===== src/rtl/keccak_pkg.sv =====
// keccak_pkg: shared types, rate table and domain byte for the multi-rate Keccak padder.
// KECCAK_PADDER_SHA3_DOMAIN_EN selects the FIPS-202 domain byte 0x06 instead of Keccak's 0x01.
package keccak_pkg;

    typedef enum logic [1:0] {SHA3_224, SHA3_256, SHA3_384, SHA3_512} mode_e;
    typedef enum logic [1:0] {S_FILL, S_PAD, S_FULL, S_DONE} state_e;

    localparam int RATE_MAX = 1152;

`ifdef KECCAK_PADDER_SHA3_DOMAIN_EN
    localparam logic [7:0] DOMAIN_BYTE = 8'h06;
`else
    localparam logic [7:0] DOMAIN_BYTE = 8'h01;
`endif

    function automatic logic [10:0] rate_bits(mode_e m);
        return m == SHA3_224 ? 11'd1152 : m == SHA3_256 ? 11'd1088 : m == SHA3_384 ? 11'd832 : 11'd576;
    endfunction

    function automatic logic [5:0] words_per_block(mode_e m, int in_w);
        return 6'(in_w == 64 ? rate_bits(m) >> 6 : rate_bits(m) >> 5);
    endfunction

endpackage


===== src/rtl/keccak_pad_word.sv =====
// keccak_pad_word: keeps the valid MSB-aligned bytes of a final word and inserts the domain byte after them.
module keccak_pad_word
    import keccak_pkg::*;
#(
    parameter int IN_W = 32
) (
    input  logic [IN_W-1:0]             word_i,
    input  logic [$clog2(IN_W/8)-1:0]   byte_num_i,
    input  logic                        is_last_i,
    output logic [IN_W-1:0]             word_o
);

    localparam int BW = $clog2(IN_W/8);

    always_comb begin
        word_o = '0;
        for (int i = 0; i < IN_W/8; i++)
            word_o[IN_W-1-8*i -: 8] = !is_last_i || BW'(i) < byte_num_i ? word_i[IN_W-1-8*i -: 8] :
                                      BW'(i) == byte_num_i ? DOMAIN_BYTE : 8'h00;
    end

endmodule


===== src/rtl/keccak_padder_mr.sv =====
// keccak_padder_mr: packs IN_W-bit words into rate-sized blocks for a run-time SHA-3 mode and appends pad10*1.
// Domain byte chosen by KECCAK_PADDER_SHA3_DOMAIN_EN (see keccak_pkg).
module keccak_padder_mr
    import keccak_pkg::*;
#(
    parameter int IN_W = 32
) (
    input  logic                        clk_i,
    input  logic                        rst_ni,
    input  logic [1:0]                  mode_i,
    input  logic [IN_W-1:0]             in_i,
    input  logic                        in_ready_i,
    input  logic                        is_last_i,
    input  logic [$clog2(IN_W/8)-1:0]   byte_num_i,
    output logic                        buffer_full_o,
    output logic [RATE_MAX-1:0]         out_o,
    output logic                        out_ready_o,
    input  logic                        f_ack_i
);

    state_e              state_q, state_d;
    mode_e               mode_q, mode_d, mode_eff;
    logic [5:0]          cnt_q, cnt_d, wpb;
    logic                msg_q, msg_d, last_q, last_d, at_end, wr;
    logic [RATE_MAX-1:0] out_q, out_d;
    logic [IN_W-1:0]     pad_w, wr_w;

    keccak_pad_word #(.IN_W(IN_W)) u_pad (
        .word_i     (in_i),
        .byte_num_i (byte_num_i),
        .is_last_i  (is_last_i),
        .word_o     (pad_w)
    );

    // mode is only sampled on the first word of a message
    assign mode_eff = msg_q ? mode_q : mode_e'(mode_i);
    assign wpb      = words_per_block(mode_eff, IN_W);
    assign at_end   = cnt_q == wpb - 6'd1;

    always_comb begin
        state_d = state_q;
        mode_d  = mode_q;
        cnt_d   = cnt_q;
        msg_d   = msg_q;
        last_d  = last_q;
        out_d   = out_q;
        wr      = 1'b0;
        wr_w    = '0;
        case (state_q)
            S_FILL: if (in_ready_i) begin
                wr      = 1'b1;
                wr_w    = pad_w | (is_last_i && at_end ? IN_W'(8'h80) : '0);
                msg_d   = 1'b1;
                mode_d  = mode_eff;
                last_d  = is_last_i;
                state_d = is_last_i && !at_end ? S_PAD : at_end ? S_FULL : S_FILL;
            end
            S_PAD: begin
                wr      = 1'b1;
                wr_w    = at_end ? IN_W'(8'h80) : '0;
                state_d = at_end ? S_FULL : S_PAD;
            end
            S_FULL: if (f_ack_i) begin
                cnt_d   = '0;
                out_d   = '0;
                state_d = last_q ? S_DONE : S_FILL;
            end
            default: ;
        endcase
        if (wr) begin
            cnt_d = cnt_q + 6'd1;
            out_d = out_q | ({wr_w, {(RATE_MAX-IN_W){1'b0}}} >> (IN_W * cnt_q));
        end
    end

    always_ff @(posedge clk_i or negedge rst_ni) begin
        if (!rst_ni) begin
            state_q <= S_FILL;
            mode_q  <= SHA3_224;
            cnt_q   <= '0;
            msg_q   <= 1'b0;
            last_q  <= 1'b0;
            out_q   <= '0;
        end else begin
            state_q <= state_d;
            mode_q  <= mode_d;
            cnt_q   <= cnt_d;
            msg_q   <= msg_d;
            last_q  <= last_d;
            out_q   <= out_d;
        end
    end

    assign buffer_full_o = state_q != S_FILL;
    assign out_ready_o   = state_q == S_FULL;
    assign out_o         = out_q;

endmodule


===== config.mk =====
export PLATFORM = sky130hd
export DESIGN_NAME = keccak_padder_mr
export DESIGN_NICKNAME = d
export VERILOG_FILES = /design/src/rtl/keccak_pkg.sv /design/src/rtl/keccak_pad_word.sv /design/src/rtl/keccak_padder_mr.sv
export SDC_FILE = /design/constraint.sdc
export NUM_CORES = 2
export LEC_CHECK = 0
export CAP_MARGIN = 20
export CORE_AREA = 2 2 470 472
export DETAILED_ROUTE_END_ITERATION = 16
export DIE_AREA = 0 0 472 474
export GPL_TIMING_DRIVEN = 0
export SLEW_MARGIN = 25
export SYNTH_ARGS = -nofsm -noshare
export SYNTH_HDL_FRONTEND = slang
export SYNTH_SLANG_ARGS = --single-unit

===== constraint.sdc =====
create_clock -name clk_i -period 4.18 [get_ports clk_i]
set_input_delay 0.836 -clock clk_i [delete_from_list [all_inputs] [get_ports clk_i]]
set_output_delay 0.836 -clock clk_i [all_outputs]
set_load 0.05 [all_outputs]

==> summary.md <==
| Metric | Value |
|---|---|
| Outcome | completed |
| Max cap viols | 0 |
| Vert. Die Dim | between 400 and 500 um |
| Mapped cell area | around 43000 um^2 |
| Net Count, Synth | slightly above 4000 |
| DIE AREA | 224000 um^2 |
| Worst r2r src | state_q[0]$_DFFE_PN0P_ |
| Nets@finish | 5481 |
| Worst Reg-to-Reg Cells | 9 |
| Non-Filler Instances | approximately 8400 |
| Synth top area cells | dfrtp_1, nor2_1, a21oi_1 |
| Clk slew on worst S/H paths | 0.06 ns |
| Pwr Density | 655 nW/um^2 |
| Synth async-reset ratio | 1.00 |
| CP required | between 4 and 5 ns |
| CTS Sinks | 1164 |
| Util after Layout | 0.291 |
| Detailed placement HPWL | 197000 um |
| Core area | about 220000 um^2 |
| DRT Pass-1 Iters | 6 |
| Synth Area per Inst | about 10 um^2 |
| Placed insts | approximately 8200 |
| Vias per cell | between 4 and 5 |
| IO Count | between 1000 and 1500 |
| Initial DRC Count | between 3000 and 4000 |
| HP Class | flop to flop |
| Worst slew pin tran | between 1 and 1.5 ns |
| Initial antenna violation count | 41 |
| Most frequent cells in the layout | clkdlybuf4s50_1, dfrtp_1, nor2_1, a21oi_1, nand2_1 |
| Post-route ant nets | 0 |
| Cells after synthesis | ~4100 |
| Post-layout min period | roughly 4 ns |
| Slowest-stage cell, CP | buf_1 |
| Hold EP | out_o[719]$_DFFE_PN0P_ |
| Final instance area | 63600 um^2 |
| Worst-path cell chain | inv_1, ha_1, nand2_1, nor3_1, and2_1, buf_2, buf_1, a21oi_1, nor2_1 |
| Die width | around 470 um |
| Hold wc startpoint | out_o[719]$_DFFE_PN0P_ |
| Number of global-route vias before repair | just under 40000 |
| Max stage delay on crit path | approximately 0.80 ns |
| CTS tree | yes |
| Sequential cell area | about 29000 um^2 |
| Critical path's top delay family | buffers and inverters |
| Pin count of the biggest net entering global routing | 141 |
| Overall power | 41700 uW |
| Warnings, synthesis | 0 |
| Post-synth EDFFs | 0 |
| Crit path from | state_q[0]$_DFFE_PN0P_ |
| CTS root buf | clkbuf_16 |
| Max Slew Vio Count | 0 |
| Starting Density | 0.195 |
| Setup total negative slack | 0 ns |
| Clock Skews | a little over 0.04 ns |
| Synthesized flop and latch total | around 1200 |
| Wire length per cell | 30.1 um |
| Max Root-Sink Buffers | 3 |
| CP Capture Type | flop |
| Post-route DRC | 0 |
| CTS Buf Count | around 140 |
| Layout area overhead | 48.9% |
| Clk Latency, worst-skew pair | 0.80 ns |
| Unique masters post-synth | 48 |
| Hold Fails Final Rpt | 0 |
| GRT Total Usage | 0.220 |
| Total gr overflow | 0 |
| Worst EP arrival | 4.72 ns |
| Slew HR | 0.231 |
| CP Max Fanout | 10 |
| CTS H-Tree Depth | 4 |
| Synth Flop Type | dfrtp_1 |
| Reg2Reg Capture Point | out_o[371]$_DFFE_PN0P_ |
| Register area share after synthesis | 0.682 |
| R2R Setup Slk | about 0.18 ns |
| WS Path Type | flop to flop |
| RSZ-0062 raised after global routing | false |
| Max VDD drop | 0.420 mV |
| Post-synth top area cell | dfrtp_1 |
| Area post-placement | between 50000 and 60000 um^2 |
| DRT Wirelength | between 200000 and 300000 um |
| First-pass GRT wire length | about 340000 um |
| Fmax | roughly 250 MHz |
| Layout cells sized above 1 | 0.0813 |
| Filler cells | about 23000 |
| # rows | between 150 and 200 |
| Buf/Inv on CP | 3 |
| Port Buf Inserts | 1174 |
| Area of the multi-input gates | between 10000 and 15000 um^2 |
| Vias post-DR | 39500 |
| Most common cell after layout, fill and taps aside | clkdlybuf4s50_1 |
| Fin crit share | 0.958 |
| Synth top area share | 0.682 |
| RD Place Congestion | just over 0.9 |
| Worst hold path cell count | 2 |
| Final setup viols | 0 |
| Startpoint Class | flop |
| Leakage power | around 0.029 uW |
[state kept, by name (all words and copies together) (netlist names)]
register and flops:
cnt_q 6, out_o 1152, msg_q 1, state_q 2, last_q 1, mode_q 2
[through the flow]
stage	hold WS (ns)	setup slack, ns
floorplan	0.447	1.72
global placement	0.459	-50.90
detailed placement	0.466	-0.604
CTS	0.481	0.0420
global route	0.498	0.00638
finish	0.475	0.178
[routing by layer]
metal	vias up	global-route usage	wire length [um]
li1	16500	-	-
met3	579	0.0759	24600
met5	-	0	71
met4	10	0.136	17800
met1	20100	0.240	90600
met2	2329	0.368	121000
[cells in the mapped netlist (3+ instances only)]
cell type	number
a22o_1	43
mux2_2	3
nor2b_1	5
o31ai_1	12
nand2_1	420
nand2b_1	9
ha_1	5
and3_1	6
clkbuf_1	259
a31oi_1	238
nor3_1	20
inv_1	5
o21ai_0	343
o41ai_2	8
nand3_1	23
and2_1	40
a21oi_1	517
buf_2	110
nand4_1	6
dfrtp_1	1164
buf_1	17
nor2_1	802
[repair_timing]
action	in CTS	in global routing
endpoints found under the setup margin	30	33
resized for setup	3	4
cloned	0	0
hold buffers	1	0
buffers inserted	0	0
endpoints found under the hold margin	73	0
[logic make-up (layout without fill, tap and decap cells)]
kind of cell / after synthesis / count (layout) / synth area share
mux: 6 / 6 / 0.00161
xor+xnor: 3 / 3 / 0.000615
fa+ha+maj: 5 / 5 / 0.00146
flops: 1164 / 1164 / 0.682
buf+inv: 393 / 1842 / 0.0379
compound gates: 1174 / 1174 / 0.152
other cells: 0 / 25 / 0
simple gates: 1342 / 1342 / 0.124
[area by class of cell]
cell class                 count  area share
sequential                  1164       0.458
timing repair buffer        1212       0.197
multi-input combinational   2530       0.190
clock buffer                 182      0.0597
tap                         2871      0.0565
buffer                       384      0.0260
clock inverter                58      0.0115
antenna                       25    0.000983
inverter                       6    0.000354
[tightest hold or removal path: cells and delay by family, from the launching register on]
family,cells,cell delay (ns)
compound gates,1,0.06
flops,1,0.34
simple gates,1,0.04
[worst max-delay path by stage]
| stage | endpoint | depth (start not counted) |
|---|---|---|
| after global routing | out_o[440]$_DFFE_PN0P_ | 10 |
| after floorplan | out_o[46]$_DFFE_PN0P_ | 8 |
| after CTS | out_o[906]$_DFFE_PN0P_ | 10 |
| after global placement | out_o[349]$_DFFE_PN0P_ | 1 |
| after detailed placement | out_o[480]$_DFFE_PN0P_ | 9 |
| final | out_o[371]$_DFFE_PN0P_ | 9 |
[where the power goes]
group	switching, uW	leakage, uW	internal, uW
clock	5250	0.00222	7090
combinational	11700	0.0103	3830
sequential	979	0.0162	12800
total	18000	0.0286	23700
Note: power is estimated with default switching activity, not from simulation.
